[src/rtl/uart_pkg.sv]
// Shared UART definitions: receiver state encoding, frame width and the
// baud tick divider calculation used by both receive and transmit paths.
package uart_pkg;

  localparam int DATA_BITS = 8;

  typedef enum logic [2:0] {
    IDLE  = 3'd0,
    START = 3'd1,
    DATA  = 3'd2,
    STOP  = 3'd3,
    BREAK = 3'd4
  } rx_state_t;

  // Rounded clocks-per-tick; never below one so the tick is always live.
  function automatic int calc_tick_div(input int clk_hz, input int baud, input int os);
    longint denom;
    longint div;
    denom = longint'(baud) * longint'(os);
    div   = (longint'(clk_hz) + denom / 2) / denom;
    if (div < 1) div = 1;
    return int'(div);
  endfunction

endpackage

[src/rtl/uart_rx_byte_if.sv]
// Byte-side interface of the UART receiver. Port names mirror the
// receiver's external pin names.
//
// Handshake: o_valid rises with o_data and both hold steady until a rising
// edge sees o_valid && i_ready; that edge is the transfer. i_ready while
// o_valid is low has no effect. o_frame_err / o_overrun are single-cycle
// pulses outside the handshake.
interface uart_rx_byte_if;
  import uart_pkg::*;

  logic [DATA_BITS-1:0] o_data;
  logic                 o_valid;
  logic                 i_ready;
  logic                 o_frame_err;
  logic                 o_overrun;
  logic                 o_busy;

  modport master (
    output o_data,
    output o_valid,
    input  i_ready,
    output o_frame_err,
    output o_overrun,
    output o_busy
  );

  modport slave (
    input  o_data,
    input  o_valid,
    output i_ready,
    input  o_frame_err,
    input  o_overrun,
    input  o_busy
  );

endinterface

[src/rtl/uart_tick_gen.sv]
// Oversample tick generator: one-cycle o_tick every DIV clocks, restartable
// through i_clear so the tick grid can be re-aligned to a line edge.
module uart_tick_gen #(
  parameter int DIV = 1
) (
  input  logic i_clk,
  input  logic i_reset,
  input  logic i_clear,
  output logic o_tick
);

  localparam int            CW   = (DIV > 1) ? $clog2(DIV) : 1;
  localparam logic [CW-1:0] LAST = CW'(DIV - 1);

  logic [CW-1:0] r_cnt;
  logic          w_wrap;

  assign w_wrap = (r_cnt == LAST);

  always_ff @(posedge i_clk or posedge i_reset) begin
    if (i_reset) begin
      r_cnt <= '0;
    end else if (i_clear || w_wrap) begin
      r_cnt <= '0;
    end else begin
      r_cnt <= r_cnt + 1'b1;
    end
  end

  // The clear cycle itself never ticks, so the first tick after a clear
  // lands DIV clocks later.
  assign o_tick = w_wrap && !i_clear;

endmodule

[src/rtl/uart_rx_byte.sv]
// 8N1 UART receiver: synchronizes the raw line, oversamples each bit at its
// centre, and presents bytes on a valid/ready holding register.
module uart_rx_byte
  import uart_pkg::*;
#(
  parameter int CLK_FREQ_HZ = 100000000,
  parameter int BAUD        = 115200,
  parameter int OVERSAMPLE  = 16
) (
  input  logic      i_clk,
  input  logic      i_reset,
  input  logic      i_rx,
  uart_rx_byte_if.master io_bus,
  output rx_state_t o_dbg_state
);

  localparam int             TICK_DIV  = calc_tick_div(CLK_FREQ_HZ, BAUD, OVERSAMPLE);
  localparam int             OSW       = $clog2(OVERSAMPLE);
  localparam logic [OSW-1:0] HALF_LAST = OSW'(OVERSAMPLE / 2 - 1);
  localparam logic [OSW-1:0] FULL_LAST = OSW'(OVERSAMPLE - 1);
  localparam logic [2:0]     LAST_BIT  = 3'(DATA_BITS - 1);

  localparam logic [2:0] ST_IDLE  = IDLE;
  localparam logic [2:0] ST_START = START;
  localparam logic [2:0] ST_DATA  = DATA;
  localparam logic [2:0] ST_STOP  = STOP;
  localparam logic [2:0] ST_BREAK = BREAK;

  logic                 r_sync1;
  logic                 r_sync2;
  logic                 r_rx_prev;
  logic [2:0]           r_state;
  logic [OSW-1:0]       r_os_cnt;
  logic [2:0]           r_bit_idx;
  logic [DATA_BITS-1:0] r_shift;
  logic                 r_pend;
  logic                 r_frame_err;
  logic [DATA_BITS-1:0] r_data;
  logic                 r_valid;
  logic                 r_overrun;

  logic w_rx_s;
  logic w_fall;
  logic w_clear;
  logic w_tick;
  logic w_half;
  logic w_full;
  logic w_accept;

  // Sync flops idle high so reset never looks like a start edge.
  always_ff @(posedge i_clk or posedge i_reset) begin
    if (i_reset) begin
      r_sync1   <= 1'b1;
      r_sync2   <= 1'b1;
      r_rx_prev <= 1'b1;
    end else begin
      r_sync1   <= i_rx;
      r_sync2   <= r_sync1;
      r_rx_prev <= r_sync2;
    end
  end

  assign w_rx_s  = r_sync2;
  assign w_fall  = r_rx_prev && !w_rx_s;
  assign w_clear = (r_state == ST_IDLE) && w_fall;
  assign w_half  = w_tick && (r_os_cnt == HALF_LAST);
  assign w_full  = w_tick && (r_os_cnt == FULL_LAST);

  uart_tick_gen #(
    .DIV (TICK_DIV)
  ) u_tick (
    .i_clk   (i_clk),
    .i_reset (i_reset),
    .i_clear (w_clear),
    .o_tick  (w_tick)
  );

  always_ff @(posedge i_clk or posedge i_reset) begin
    if (i_reset) begin
      r_state     <= ST_IDLE;
      r_os_cnt    <= '0;
      r_bit_idx   <= '0;
      r_shift     <= '0;
      r_pend      <= 1'b0;
      r_frame_err <= 1'b0;
    end else begin
      r_pend      <= 1'b0;
      r_frame_err <= 1'b0;
      case (r_state)
        ST_IDLE: begin
          if (w_fall) begin
            r_state  <= ST_START;
            r_os_cnt <= '0;
          end
        end
        ST_START: begin
          if (w_half) begin
            r_os_cnt  <= '0;
            r_bit_idx <= '0;
            // A high line at mid start bit was a glitch, not a frame.
            r_state   <= w_rx_s ? ST_IDLE : ST_DATA;
          end else if (w_tick) begin
            r_os_cnt <= r_os_cnt + 1'b1;
          end
        end
        ST_DATA: begin
          if (w_full) begin
            r_os_cnt <= '0;
            r_shift  <= {w_rx_s, r_shift[DATA_BITS-1:1]};
            if (r_bit_idx == LAST_BIT) begin
              r_state <= ST_STOP;
            end else begin
              r_bit_idx <= r_bit_idx + 1'b1;
            end
          end else if (w_tick) begin
            r_os_cnt <= r_os_cnt + 1'b1;
          end
        end
        ST_STOP: begin
          if (w_full) begin
            r_os_cnt <= '0;
            if (w_rx_s) begin
              r_pend  <= 1'b1;
              r_state <= ST_IDLE;
            end else begin
              r_frame_err <= 1'b1;
              r_state     <= ST_BREAK;
            end
          end else if (w_tick) begin
            r_os_cnt <= r_os_cnt + 1'b1;
          end
        end
        ST_BREAK: begin
          if (w_rx_s) r_state <= ST_IDLE;
        end
        default: r_state <= ST_IDLE;
      endcase
    end
  end

  assign w_accept = r_valid && io_bus.i_ready;

  // Holding register: a new byte may replace one being accepted on the same
  // edge; otherwise a full register keeps its byte and flags the loss.
  always_ff @(posedge i_clk or posedge i_reset) begin
    if (i_reset) begin
      r_data    <= '0;
      r_valid   <= 1'b0;
      r_overrun <= 1'b0;
    end else begin
      r_overrun <= 1'b0;
      if (r_pend) begin
        if (!r_valid || w_accept) begin
          r_data  <= r_shift;
          r_valid <= 1'b1;
        end else begin
          r_overrun <= 1'b1;
        end
      end else if (w_accept) begin
        r_valid <= 1'b0;
      end
    end
  end

  assign io_bus.o_data      = r_data;
  assign io_bus.o_valid     = r_valid;
  assign io_bus.o_frame_err = r_frame_err;
  assign io_bus.o_overrun   = r_overrun;
  assign io_bus.o_busy      = (r_state != ST_IDLE);
  assign o_dbg_state        = rx_state_t'(r_state);

endmodule
[src/flat_wrapper.sv]
// flat-port wrapper written by rule: the top's interface ports become plain ports
module uart_rx_byte_flat import uart_pkg::*;
#(
  parameter int CLK_FREQ_HZ = 100000000,
  parameter int BAUD        = 115200,
  parameter int OVERSAMPLE  = 16
)
  (i_clk, i_reset, i_rx, o_dbg_state, io_bus_o_data, io_bus_o_valid, io_bus_i_ready, io_bus_o_frame_err, io_bus_o_overrun, io_bus_o_busy);
  uart_rx_byte_if io_bus_i ();
  input  logic i_clk;
  input  logic i_reset;
  input  logic i_rx;
  output rx_state_t o_dbg_state;
  output wire logic [$bits(io_bus_i.o_data)-1:0] io_bus_o_data;
  output wire logic [$bits(io_bus_i.o_valid)-1:0] io_bus_o_valid;
  input wire logic [$bits(io_bus_i.i_ready)-1:0] io_bus_i_ready;
  output wire logic [$bits(io_bus_i.o_frame_err)-1:0] io_bus_o_frame_err;
  output wire logic [$bits(io_bus_i.o_overrun)-1:0] io_bus_o_overrun;
  output wire logic [$bits(io_bus_i.o_busy)-1:0] io_bus_o_busy;
  assign io_bus_o_data = io_bus_i.o_data;
  assign io_bus_o_valid = io_bus_i.o_valid;
  assign io_bus_i.i_ready = io_bus_i_ready;
  assign io_bus_o_frame_err = io_bus_i.o_frame_err;
  assign io_bus_o_overrun = io_bus_i.o_overrun;
  assign io_bus_o_busy = io_bus_i.o_busy;
  uart_rx_byte #(.CLK_FREQ_HZ(CLK_FREQ_HZ), .BAUD(BAUD), .OVERSAMPLE(OVERSAMPLE)) u_core (.i_clk(i_clk), .i_reset(i_reset), .i_rx(i_rx), .io_bus(io_bus_i), .o_dbg_state(o_dbg_state));
endmodule
[config.mk]
export PLATFORM = sky130hd
export DESIGN_NAME = uart_rx_byte_flat
export DESIGN_NICKNAME = d
export VERILOG_FILES = /design/src/rtl/uart_pkg.sv /design/src/rtl/uart_rx_byte_if.sv /design/src/rtl/uart_tick_gen.sv /design/src/rtl/uart_rx_byte.sv /design/src/flat_wrapper.sv
export SDC_FILE = /design/constraint.sdc
export NUM_CORES = 1
export LEC_CHECK = 0
export CAP_MARGIN = 20
export CORE_MARGIN = 2
export CORE_UTILIZATION = 59
export CTS_CLUSTER_SIZE = 16
export DETAILED_ROUTE_END_ITERATION = 10
export PLACE_DENSITY = 0.93
export SETUP_SLACK_MARGIN = 0.3
export SLEW_MARGIN = 10
export SYNTH_ARGS = -nofsm -noshare
export SYNTH_HDL_FRONTEND = slang
export SYNTH_SLANG_ARGS = --single-unit
[constraint.sdc]
create_clock -name i_clk -period 5.24 [get_ports i_clk]
set_clock_uncertainty 0.05 [all_clocks]
set_input_delay 0.786 -clock i_clk [delete_from_list [all_inputs] [get_ports i_clk]]
set_output_delay 0.786 -clock i_clk [all_outputs]
set_load 0.01 [all_outputs]
==> flow_metrics.py <==
metrics = {
    "outcome": {
        "outcome": "finished, violations left",
        "violations": "DRC",
    },
    "timing": {
        "setup_violations": 0,
        "min_period_ps": 2620,
        "relSlewSlack_pct": 58.9,
        "setup_slack_ps": 2620,
        "period_share_pct": 50.1,
        "fin_tns_setup_ps": 0,
        "max_freq_mhz": 381,
        "holdWs_ps": 317,
        "worstMarginPinSlew_ps": 611,
        "slew_viol_final": 0,
        "hold_violations": 0,
        "rsz0062_at_grt": "no",
    },
    "grt": {
        "antenna_found_initial": 0,
        "overflow": 0,
        "grt.total_usage_pct": 20.5,
        "grt_pass1_vias": 1188,
        "grt_pass1_wl_um": 5350,
        "grt_max_degree": 40,
    },
    "critical_path": {
        "path_cells": "or3_1 -> clkdlybuf4s50_1",
        "startpoint_type": "flop",
        "worst-path-buf-inv": 1,
        "path_max_fanout": 15,
        "slowest_delay_ps": 540,
        "setup.worst_path.end_class": "primary output",
        "crit_family": "flip-flops",
        "worstPathArrival_ps": 1790,
        "worstSetupPathType": "reg2out",
        "cp_slowest_cell": "dfrtp_1",
        "worst_ep_required_time_ps": 4400,
    },
    "yosys": {
        "synthesis.nets": 159,
        "synthArstFlopShare_pct": 100,
        "synth-seq-area-share_pct": 55.1,
        "synth-main-ff-cell": "dfrtp_1",
        "yosys_warnings": 0,
        "synth_edf_count": 0,
        "yosysTopAreaCell": "dfrtp_1",
        "syn_area_per_cell_um2": 11.8,
        "yosysUniqueCellTypes": 42,
        "ys_top_cells_by_area": "dfrtp_1, mux2_2, dfstp_2",
        "netlist_area_um2": 1780,
        "synthCells": 150,
        "synth_seq_cells": 39,
        "synth_top_cell_area_share_pct": 50.7,
    },
    "floorplanning": {
        "num_rows": 19,
        "die_w_um": 58.9,
        "core_area_um2": 2810,
        "ioPinCount": 19,
        "die_area_um2": 3470,
        "start_util_pct": 63.3,
        "dieHeight_um": 58.9,
    },
    "cells_and_area": {
        "drive_gt1_share_pct": 19.2,
        "fin_area_um2": 2080,
        "syn_to_final_growth_pct": 16.9,
        "antenna_cells": 0,
        "fin_nets": 180,
        "fin_util_pct": 74.0,
    },
    "detailed_routing": {
        "first_iter_violations": 60,
        "vias": 1192,
        "drt_drc_violations_left": 1,
        "wl_per_cell_um": 14.9,
        "viasPerCell": 5.87,
        "drt-pass1-iter-count": 7,
        "wl_um": 3020,
        "antenna_left": 0,
    },
    "power_and_ir_drop": {
        "vdd_drop_max_mv": 0.243,
        "leakage_uw": 0.00101,
        "p_per_area_nw_per_um2": 344,
    },
    "cts": {
        "cts_made_buffers": 5,
        "cts_setup_buffers": 0,
        "clkTransAtPathRegs_ps": 110,
        "postCtsResizedCells": 0,
        "insertion_delay_ps": 330,
        "cts_buffer_depth": 2,
        "cts_hold_buf": 0,
        "clock_sinks": 39,
        "cts_htree_levels": 2,
        "cts_root_buffer": "clkbuf_4",
        "cts_tree": "yes",
    },
    "hold_path": {
        "hp-class": "reg2reg",
    },
    "placement": {
        "place_ws_ps": 3000,
        "globalplace.congestion": 0.885,
        "dp.final_hpwl_um": 2210,
        "placed_area_um2": 1980,
        "place.port_buffers": 18,
    },
    "run": {
        "cap_violations": 0,
    },
}
-- cell usage in the layout (no fill, tap or decap), types with 5 or more instances in the layout --
master and instances:
clkdlybuf4s50_1 18, nor2_1 13, clkbuf_4 5, ha_1 5, inv_1 9, nand3_1 7, mux2_2 17, dfrtp_1 36
nand2_1 10
-- registers in the layout, indices dropped and copies added, names as in the netlist --
register / flops
u_core.io_bus.o_data: 8
u_core.io_bus.o_frame_err: 1
u_core.io_bus.o_overrun: 1
u_core.io_bus.o_valid: 1
u_core.o_dbg_state: 3
u_core.r_bit_idx: 3
u_core.r_os_cnt: 4
u_core.r_pend: 1
u_core.r_rx_prev: 1
u_core.r_shift: 8
u_core.r_sync1: 1
u_core.r_sync2: 1
u_core.u_tick.r_cnt: 6
-- worst paths after layout --
path                                        start                       to  slack (ps)  depth (start not counted)
setup reg to reg           u_core.u_tick.r_cnt[1]        u_core.r_shift[6]        3240                          5
max in group asynchronous                 i_reset           u_core.r_sync1        3990                          3
hold reg to reg                    u_core.r_sync1           u_core.r_sync2         320                          0
min in group asynchronous                 i_reset  u_core.io_bus.o_overrun         790                          3
setup / recovery            u_core.o_dbg_state[1]            io_bus_o_busy        2620                          2
hold / removal                     u_core.r_sync1           u_core.r_sync2         320                          0
-- final cells by class --
| type | count | area (um2) |
|---|---|---|
| flip-flops and latches | 39 | 980 |
| clock buffers | 6 | 41.3 |
| inverters | 9 | 33.8 |
| fillers | 178 | 728 |
| clock inverters | 2 | 60.1 |
| well taps | 31 | 38.8 |
| repair buffers | 19 | 188 |
| multi-input cells | 97 | 736 |
-- metrics by stage --
stage,std cells,power (uW)
floorplan,150,455
global placement,195,465
detailed placement,195,478
CTS,203,723
global route,203,755
finish,203,715
-- metal layers --
layer  global-route usage [%]  wire, um  vias up  part of all wire (%)
met5                        0         0        -                     0
met4                     7.47        29        0                  0.96
met3                     5.71       129        4                   4.3
met2                     33.5      1560       27                    52
met1                     26.3      1300      588                    43
li1                         -         -      573                     -
-- synth_stat cells (2+ instances only) --
cell,instances
a21oi_1,3
a22o_1,2
a31oi_1,3
buf_4,2
clkbuf_1,2
dfrtp_1,36
dfstp_2,3
ha_1,5
inv_1,9
mux2_2,17
mux2i_1,2
nand2_1,10
nand2b_1,3
nand3_1,7
nand3b_1,2
nor2_1,13
o21ai_0,3
o22ai_1,2
xnor2_1,2
xor2_1,2
-- report_power, final --
part           internal (uW)  total, uW  switching (uW)
registers                333        373            39.5
logic                   48.5       98.3            49.8
clock network            149        244            95.1
total                    530        715             184
-- logic make-up after synthesis --
| kind of cell | share of synthesized area [%] |
|---|---|
| multiplexers | 11.9 |
| AND/OR/NAND/NOR | 15.9 |
| XOR/XNOR | 1.97 |
| adder cells (fa/ha/maj) | 3.52 |
| buffers and inverters | 3.45 |
| flip-flops | 55.1 |
| AO/OA/AOI/OAI | 8.10 |
Note: power is estimated with default switching activity, not from simulation.
